--- src/rtl/ang_spi_master.sv ---
// ang_spi_master: single-beat register slave that runs 1..16 bit SPI
// transfers to the external angle ADC. Control fields are copied at the
// start of a transfer so the bus can reprogram CTRL while a transfer runs.
//
//   state   | meaning
//   --------+-----------------------------------------------------------
//   S_IDLE  | no transfer; csn follows ASS/SS, sclk low
//   S_SETUP | csn asserted, first MOSI bit presented, one half-period
//   S_SHIFT | sclk toggles at the end of each half-period, 2*LEN edges
//   S_HOLD  | sclk low for one half-period before csn is released
module ang_spi_master #(
  parameter logic [1:0] OFFSET_SPI_CTRL   = 2'b00,
  parameter logic [1:0] OFFSET_SPI_DATA   = 2'b01,
  parameter logic [1:0] OFFSET_SPI_STATUS = 2'b10
) (
  input  logic        clk64_i,
  input  logic        rstn_i,
  input  logic        wb_cyc_i,
  input  logic        wb_stb_i,
  input  logic        wb_we_i,
  input  logic [1:0]  wb_adr_i,
  input  logic [15:0] wb_dat_i,
  output logic [15:0] wb_dat_o,
  output logic        wb_ack_o,
  output logic        wb_irq_o,
  output logic        spi_sclk_o,
  output logic        spi_csn_o,
  output logic        spi_mosi_o,
  input  logic        spi_miso_i
);

  typedef enum logic [1:0] {S_IDLE, S_SETUP, S_SHIFT, S_HOLD} state_t;

  state_t      state, state_nxt;
  logic [15:0] ctrl;
  logic [15:0] rx_data;
  logic        irq_flag, ovr, ack;
  logic [15:0] dat_q;

  // per-transfer copies of the CTRL fields
  logic        sh_lsb, sh_ass, sh_tx_neg, sh_rx_neg;
  logic [3:0]  sh_div;
  logic [4:0]  sh_len;

  logic [3:0]  hp_cnt;
  logic [5:0]  edges_left;
  logic [15:0] tx_sr, rx_sr;
  logic        sclk;

  logic        acc, wr_ctrl, wr_data, rd_data, rd_status;
  logic        busy, start, hp_end, last_edge, done;
  logic        rising, first_edge, rx_evt, tx_evt, ass_eff;
  logic [4:0]  len_cfg;

  // The ack cycle is blind to a new strobe, so a held strobe is one access.
  assign acc       = wb_cyc_i & wb_stb_i & ~ack;
  assign wr_ctrl   = acc &  wb_we_i & (wb_adr_i == OFFSET_SPI_CTRL);
  assign wr_data   = acc &  wb_we_i & (wb_adr_i == OFFSET_SPI_DATA);
  assign rd_data   = acc & ~wb_we_i & (wb_adr_i == OFFSET_SPI_DATA);
  assign rd_status = acc & ~wb_we_i & (wb_adr_i == OFFSET_SPI_STATUS);

  assign busy       = (state != S_IDLE);
  assign start      = wr_data & ~busy;
  assign hp_end     = (hp_cnt == 4'd0);
  assign last_edge  = (edges_left == 6'd1);
  assign done       = (state == S_HOLD) & hp_end;
  assign len_cfg    = (ctrl[3:0] == 4'd0) ? 5'd16 : {1'b0, ctrl[3:0]};

  // Odd edges rise. With TX on the rising edge the first rising edge is
  // skipped so the bit presented in SETUP is held until it has been sampled.
  assign rising     = ~sclk;
  assign first_edge = (edges_left == {sh_len, 1'b0});
  assign rx_evt     = rising ^ sh_rx_neg;
  assign tx_evt     = sh_tx_neg ? ~rising : (rising & ~first_edge);

  assign ass_eff    = busy ? sh_ass : ctrl[12];
  assign spi_csn_o  = ass_eff ? ~busy : ~ctrl[9];
  assign spi_sclk_o = sclk;
  assign spi_mosi_o = busy & (sh_lsb ? tx_sr[0] : tx_sr[15]);
  assign wb_ack_o   = ack;
  assign wb_dat_o   = dat_q;
  assign wb_irq_o   = irq_flag & ctrl[14];

  // state register
  always_ff @(posedge clk64_i or negedge rstn_i) begin
    if (!rstn_i) state <= S_IDLE;
    else         state <= state_nxt;
  end

  // next-state logic
  always_comb begin
    state_nxt = state;
    case (state)
      S_IDLE:  if (start) state_nxt = S_SETUP;
      S_SETUP: if (hp_end) state_nxt = S_SHIFT;
      S_SHIFT: if (hp_end && last_edge) state_nxt = S_HOLD;
      S_HOLD:  if (hp_end) state_nxt = S_IDLE;
      default: state_nxt = S_IDLE;
    endcase
  end

  // bus side: ack, read mux, CTRL register, irq and overrun flags
  always_ff @(posedge clk64_i or negedge rstn_i) begin
    if (!rstn_i) begin
      ack      <= 1'b0;
      dat_q    <= '0;
      ctrl     <= '0;
      irq_flag <= 1'b0;
      ovr      <= 1'b0;
    end else begin
      ack   <= acc;
      dat_q <= '0;
      if (acc && !wb_we_i) begin
        if (wb_adr_i == OFFSET_SPI_CTRL)        dat_q <= ctrl;
        else if (wb_adr_i == OFFSET_SPI_DATA)   dat_q <= rx_data;
        else if (wb_adr_i == OFFSET_SPI_STATUS) dat_q <= {13'd0, ovr, irq_flag, busy};
      end
      if (wr_ctrl) ctrl <= wb_dat_i & 16'h7EFF;
      if (done)                                        irq_flag <= 1'b1;
      else if (rd_data || (wr_ctrl && !wb_dat_i[14]))  irq_flag <= 1'b0;
      if (wr_data && busy) ovr <= 1'b1;
      else if (rd_status)  ovr <= 1'b0;
    end
  end

  // serial datapath: shadow load, half-period timer, sclk and shift registers
  always_ff @(posedge clk64_i or negedge rstn_i) begin
    if (!rstn_i) begin
      sh_lsb     <= 1'b0;
      sh_ass     <= 1'b0;
      sh_tx_neg  <= 1'b0;
      sh_rx_neg  <= 1'b0;
      sh_div     <= '0;
      sh_len     <= '0;
      hp_cnt     <= '0;
      edges_left <= '0;
      tx_sr      <= '0;
      rx_sr      <= '0;
      sclk       <= 1'b0;
      rx_data    <= '0;
    end else if (start) begin
      sh_lsb     <= ctrl[13];
      sh_ass     <= ctrl[12];
      sh_tx_neg  <= ctrl[11];
      sh_rx_neg  <= ctrl[10];
      sh_div     <= ctrl[7:4];
      sh_len     <= len_cfg;
      hp_cnt     <= ctrl[7:4];
      edges_left <= {len_cfg, 1'b0};
      tx_sr      <= ctrl[13] ? wb_dat_i : (wb_dat_i << (5'd16 - len_cfg));
      rx_sr      <= '0;
      sclk       <= 1'b0;
    end else if (busy) begin
      hp_cnt <= hp_end ? sh_div : hp_cnt - 4'd1;
      if (state == S_SHIFT && hp_end) begin
        sclk       <= ~sclk;
        edges_left <= edges_left - 6'd1;
        if (rx_evt) rx_sr <= sh_lsb ? {spi_miso_i, rx_sr[15:1]} : {rx_sr[14:0], spi_miso_i};
        if (tx_evt) tx_sr <= sh_lsb ? (tx_sr >> 1) : (tx_sr << 1);
      end
      if (done) rx_data <= sh_lsb ? (rx_sr >> (5'd16 - sh_len)) : rx_sr;
    end
  end

endmodule

--- config.mk ---
export PLATFORM = sky130hd
export DESIGN_NAME = ang_spi_master
export DESIGN_NICKNAME = d
export VERILOG_FILES = /design/src/rtl/ang_spi_master.sv
export SDC_FILE = /design/constraint.sdc
export NUM_CORES = 1
export LEC_CHECK = 0
export ABC_AREA = 1
export BUFFER_PORTS_ARGS = -buffer_cell sky130_fd_sc_hd__clkbuf_2
export CAP_MARGIN = 20
export CORE_MARGIN = 1.5
export CORE_UTILIZATION = 43
export CTS_BUF_LIST = sky130_fd_sc_hd__clkbuf_4 sky130_fd_sc_hd__clkbuf_8
export DETAILED_ROUTE_END_ITERATION = 8
export PLACE_DENSITY_LB_ADDON = 0.15
export SLEW_MARGIN = 20
export SYNTH_ARGS = -nofsm -noshare
export SYNTH_HDL_FRONTEND = slang
export SYNTH_SLANG_ARGS = --single-unit
export TNS_END_PERCENT = 50
--- constraint.sdc ---
create_clock -name clk64_i -period 3.75 [get_ports clk64_i]
set_input_delay 0.5625 -clock clk64_i [delete_from_list [all_inputs] [get_ports clk64_i]]
set_output_delay 0.5625 -clock clk64_i [all_outputs]
set_load 0.03 [all_outputs]
# Word-level counts from Yosys, hierarchy flattened
# Cells that the tools add are included.
[classes]
n_eq_ne = 11
addsub = 4
n_reduce_logical = 24
n_mux = 39
n_shift = 2
bitwise_logic = 21
[op_table]
columns = ["cell", "n"]
rows = [
  ["16-bit two-way mux", 15],
  ["6-bit two-way mux", 3],
  ["16-bit by 5-bit left shift with 16-bit output", 1],
  ["16-bit by 5-bit >> shifter with 16-bit output", 1],
  ["2-bit nonzero test", 7],
  ["1-bit AND", 13],
  ["4-bit two-way mux", 3],
  ["1-bit two-way mux", 11],
  ["5-bit subtractor, first input constant", 2],
  ["3-bit AND reduction", 3],
  ["4-bit logical NOT", 2],
  ["2-bit two-way mux", 4],
  ["2-bit != test, second input constant", 4],
  ["2-bit case mux with 4 select lines", 1],
  ["1-bit NOT", 7],
  ["2-bit == test, second input constant", 3],
  ["6-bit by 1-bit == test with 1-bit output, second input constant", 1],
  ["6-bit == test", 1],
  ["6-bit by 1-bit subtractor with 6-bit output, second input constant", 1],
  ["1-bit logical AND", 5],
  ["5-bit two-way mux", 1],
  ["2-bit by 1-bit == test with 1-bit output, second input constant", 2],
  ["2-bit logical NOT", 2],
  ["4-bit AND reduction", 1],
  ["other kinds (6)", 7],
]
[word_totals]
output_inout_bits = 21
ff_bits = 107
input_bits = 24
elab_cells = 119

# Longest topological paths before layout
[depth]
depth_word = 8
depth_mapped = 16
depth_no_buf = 14

# Worst setup path after synthesis
# Ideal clock, no wire load.
[synth_path]
kind = "register to output"
startpoint = "register state[0]"
endpoint = "output spi_mosi_o"
path_slack_ns = 1.803
n_path_buf = 0
arrival_time_ns = 1.385
t_required_ns = 3.188
stages_incl_launch_ff = 6
path_cell_list = "dfrtp_1 > inv_1 > ha_1 > inv_2 > o21ai_0 > a21oi_1"
[synth_via]
elab_chain_cells = 2
[synth_rtl]
columns = ["element", "line", "text"]
rows = [
  ["start: declaration", "34", "state_t state, state_nxt;"],
  ["start signal: assignment", "87", "else state <= state_nxt;"],
  ["2-bit nonzero test", "62", "assign busy = (state != S_IDLE);"],
  ["1-bit AND", "79", "assign spi_mosi_o = busy & (sh_lsb ? tx_sr[0] : tx_sr[15]);"],
  ["end: declaration", "28", "output logic spi_mosi_o,"],
]
# Every way passes these cells.

# Worst setup path in the final report
[layout_path]
startpoint = "register sh_len[0]"
endpoint = "register rx_data[10]"
[layout_via]
elab_chain_cells = 3
[layout_rtl]
columns = ["element", "line", "text"]
rows = [
  ["start: declaration", "43", "logic [4:0] sh_len;"],
  ["start signal: assignment", "147", "sh_len <= len_cfg;"],
  ["5-bit subtractor", "161", "if (done) rx_data <= sh_lsb ? (rx_sr >> (5'd16 - sh_len)) : rx_sr;"],
  ["16-bit by 5-bit >> shifter with 16-bit output", "161", ""],
  ["16-bit two-way mux", "161", ""],
  ["end signal: assignment", "161", ""],
  ["end: declaration", "36", "logic [15:0] rx_data;"],
]
# Every way passes these cells.
# A chain may end at the register's enable or synchronous reset.

==> results.yml <==
clock_network:
  cts_root_buf: "clkbuf_8"
  htreeDepth: 3
  post_cts_buffers: 0
  cts.clk_slew.worst_paths_ns: 0.11
  ctsLongestPathBuffers: 2
  hold_buffers: 0
  clock-sinks: 107
  clock_latency_ns: 0.39
  cts.repair.resized: 0
  cts_tree: "done"
  numCtsBuffers: 9
detailed_routing:
  wl_per_cell_um: 15.9
  routed_wl_um: 19100
  firstDrtPassIters: 5
  drt.antenna.violating_nets: 0
  viasPerCell: 5.21
  via_count: 6283
  route.detailed.drc: 0
  first_iter_violations: 577
global_routing:
  grt_pass1_vias: 6014
  grt.total_usage: 0.243
  grt.overflow.total: 0
  grt_max_degree: 76
  grt_first_pass_wirelength_um: 31300
  antenna_found_initial: 0
critical_path:
  crit_path_max_incr_delay_ns: 0.88
  worstSetupPathType: "reg2reg"
  crit_path_top_delay_cell: "dfrtp_1"
  critPathArrivalTime_ns: 3.21
  startpoint_type: "flop"
  timing.rr.end: "rx_data[10]"
  required_ns: 4.03
  crit_buf_inv: 2
  r2r_setup_slack_ns: 0.82
  r2r-start: "sh_len[0]"
  worstPathMaxFanout: 32
  crit_end: "rx_data[10]"
  rr_worst_depth: 8
  startpoint: "sh_len[0]"
  crit_chain: "inv_2, ha_1, inv_1, and2_1, nand2_1, o21ai_0, a21boi_0, o21ai_1"
  crit_family: "flip-flops"
  worst_setup_path_end_kind: "flop"
  path_depth: 8
placement:
  place_area_mm2: 0.00711
  portBuffers: 44
  place_hpwl_um: 14300
  globalplace.congestion: 0.916
synth:
  synth-edff-count: 0
  synth.avg_cell_area_um2: 7.02
  synth-seq-cells: 107
  syn-num-nets: 1001
  postSynthCellCount: 967
  yosys_warnings: 0
  synthFlopType: "dfrtp_1"
  synth_common_cells: "281 x nand2_1, 107 x dfrtp_1, 106 x inv_1, 103 x o21ai_0, 91 x nand3_1"
  synth-async-reset-ratio: 1.00
  synth_cell_types: 41
  synth_top_cell_by_area: "dfrtp_1"
  yosys.cell_count.top_type: "nand2_1"
  synthTopCellsByArea: "dfrtp_1 39%, nand2_1 16%, o21ai_0 7.6%, nand3_1 6.7%, inv_1 5.9%"
  syn-cell-area_mm2: 0.00679
  synth_top_area_frac: 0.394
  ys_seq_area_frac: 0.394
floorplanning:
  dieArea_mm2: 0.0166
  die_h_um: 129
  die_w_um: 129
  coreArea_mm2: 0.0153
  ioPinCount: 45
  fp-row-count: 45
  start_util: 0.443
sta:
  grt_setup_unrepaired: "false"
  post-route-min-period_ns: 2.93
  maxSlewViolCount: 0
  relSlewSlack: 0.301
  fin_tns_setup_ns: 0
  fmaxAchievable_ghz: 0.341
  setup_viol: 0
  fin_worst_skew_ns: 0.0141
  hold_viol: 0
  tightest_slew_ns: 1.04
  post-route-period-util: 0.782
hold_path:
  hold_path_class: "in2async"
outcome:
  status: "complete, no violations"
layout:
  syn_to_final_growth_pct: 7.67
  diodes: 0
  finalNetCount: 1023
  fillers: 1647
  drive_above_1_share: 0.118
  fin_area_mm2: 0.00731
run:
  cap_violations: 0
power_and_ir_drop:
  ir_drop_mv: 0.256
  cellPowerDensity_mw_per_mm2: 702
  p_leak_nw: 3.72
-- logic make-up (layout without fill, tap and decap cells) --
logic type / count (synthesis) / after routing / synth area share
buf+inv: 158 / 185 / 0.101
compound gates: 182 / 182 / 0.150
xor+xnor: 7 / 7 / 0.0112
fa+ha+maj: 10 / 10 / 0.0184
simple gates: 499 / 499 / 0.319
flops: 107 / 107 / 0.394
mux: 4 / 4 / 0.00626
-- cell usage in the layout (no fill, tap or decap), types with 6 or more instances in the layout --
master and count:
dfrtp_1 107, nor2_2 7, buf_4 9, inv_2 10
a22oi_1 13, clkbuf_2 43, clkbuf_8 9, nor2_1 78
o21ai_0 103, nand3_1 91, inv_1 106, nand3_2 6
nand4_1 9, nand2_1 281, nand2_2 10, ha_1 10
o21ai_1 13, o211ai_1 10, a21oi_1 26
-- routing by layer --
layer  part of all wire  up-vias  GRT usage  wire [um]
li1                   -     3162          -          -
met1               0.45     2930      0.327       8660
met2               0.47      162      0.400       8960
met3              0.053       29     0.0462       1010
met4              0.025        0     0.0707        474
met5                  0        -          0          0
-- cell type report --
class                           instances  area (um2)  share of cell area
Clock inverter                          6        73.8              0.0101
Sequential cell                       107        2680               0.366
Timing Repair Buffer                   53         303              0.0414
Multi-Input combinational cell        702        3430               0.469
Tap cell                              211         264              0.0361
Inverter                              116         435              0.0596
Clock buffer                           10         131              0.0180
-- power by group --
part           switching, mW  internal [mW]  total [mW]  leakage, nW
Sequential             0.350           1.54        1.89         1.31
Clock                  0.437          0.325       0.762       0.0984
Combinational           1.67          0.815        2.48         2.32
-- stage by stage --
step	cells	utilization	setup slack [ns]	hold WS (ns)	total power, mW
floorplan	967	-	1.80	0.267	3.74
global placement	1189	0.464	0.914	0.444	4.38
detailed placement	1189	0.464	0.899	0.444	4.38
CTS	1205	0.477	0.857	0.107	5.15
global route	1205	0.477	0.428	0.115	5.63
finish	1205	0.477	0.819	0.104	5.13
-- registers in the layout, summed over array words and instances, names as in the netlist --
register / flops
sh_tx_neg: 1
sh_ass: 1
sh_rx_neg: 1
wb_ack_o: 1
rx_sr: 16
ovr: 1
sh_div: 4
edges_left: 6
spi_sclk_o: 1
wb_dat_o: 16
state: 2
irq_flag: 1
hp_cnt: 4
rx_data: 16
sh_lsb: 1
sh_len: 5
ctrl: 14
tx_sr: 16
-- how the worst min path moves through the flow --
stage	endpoint	slack, ns	depth (start not counted)	startpoint
after global routing	wb_dat_o[7]	0.12	1	rstn_i
after CTS	wb_dat_o[7]	0.11	1	rstn_i
after global placement	wb_ack_o	0.44	1	wb_ack_o
final	wb_dat_o[7]	0.10	1	rstn_i
after detailed placement	wb_ack_o	0.44	1	wb_ack_o
after floorplan	ctrl[0]	0.27	0	rstn_i
Note: power is estimated with default switching activity, not from simulation.
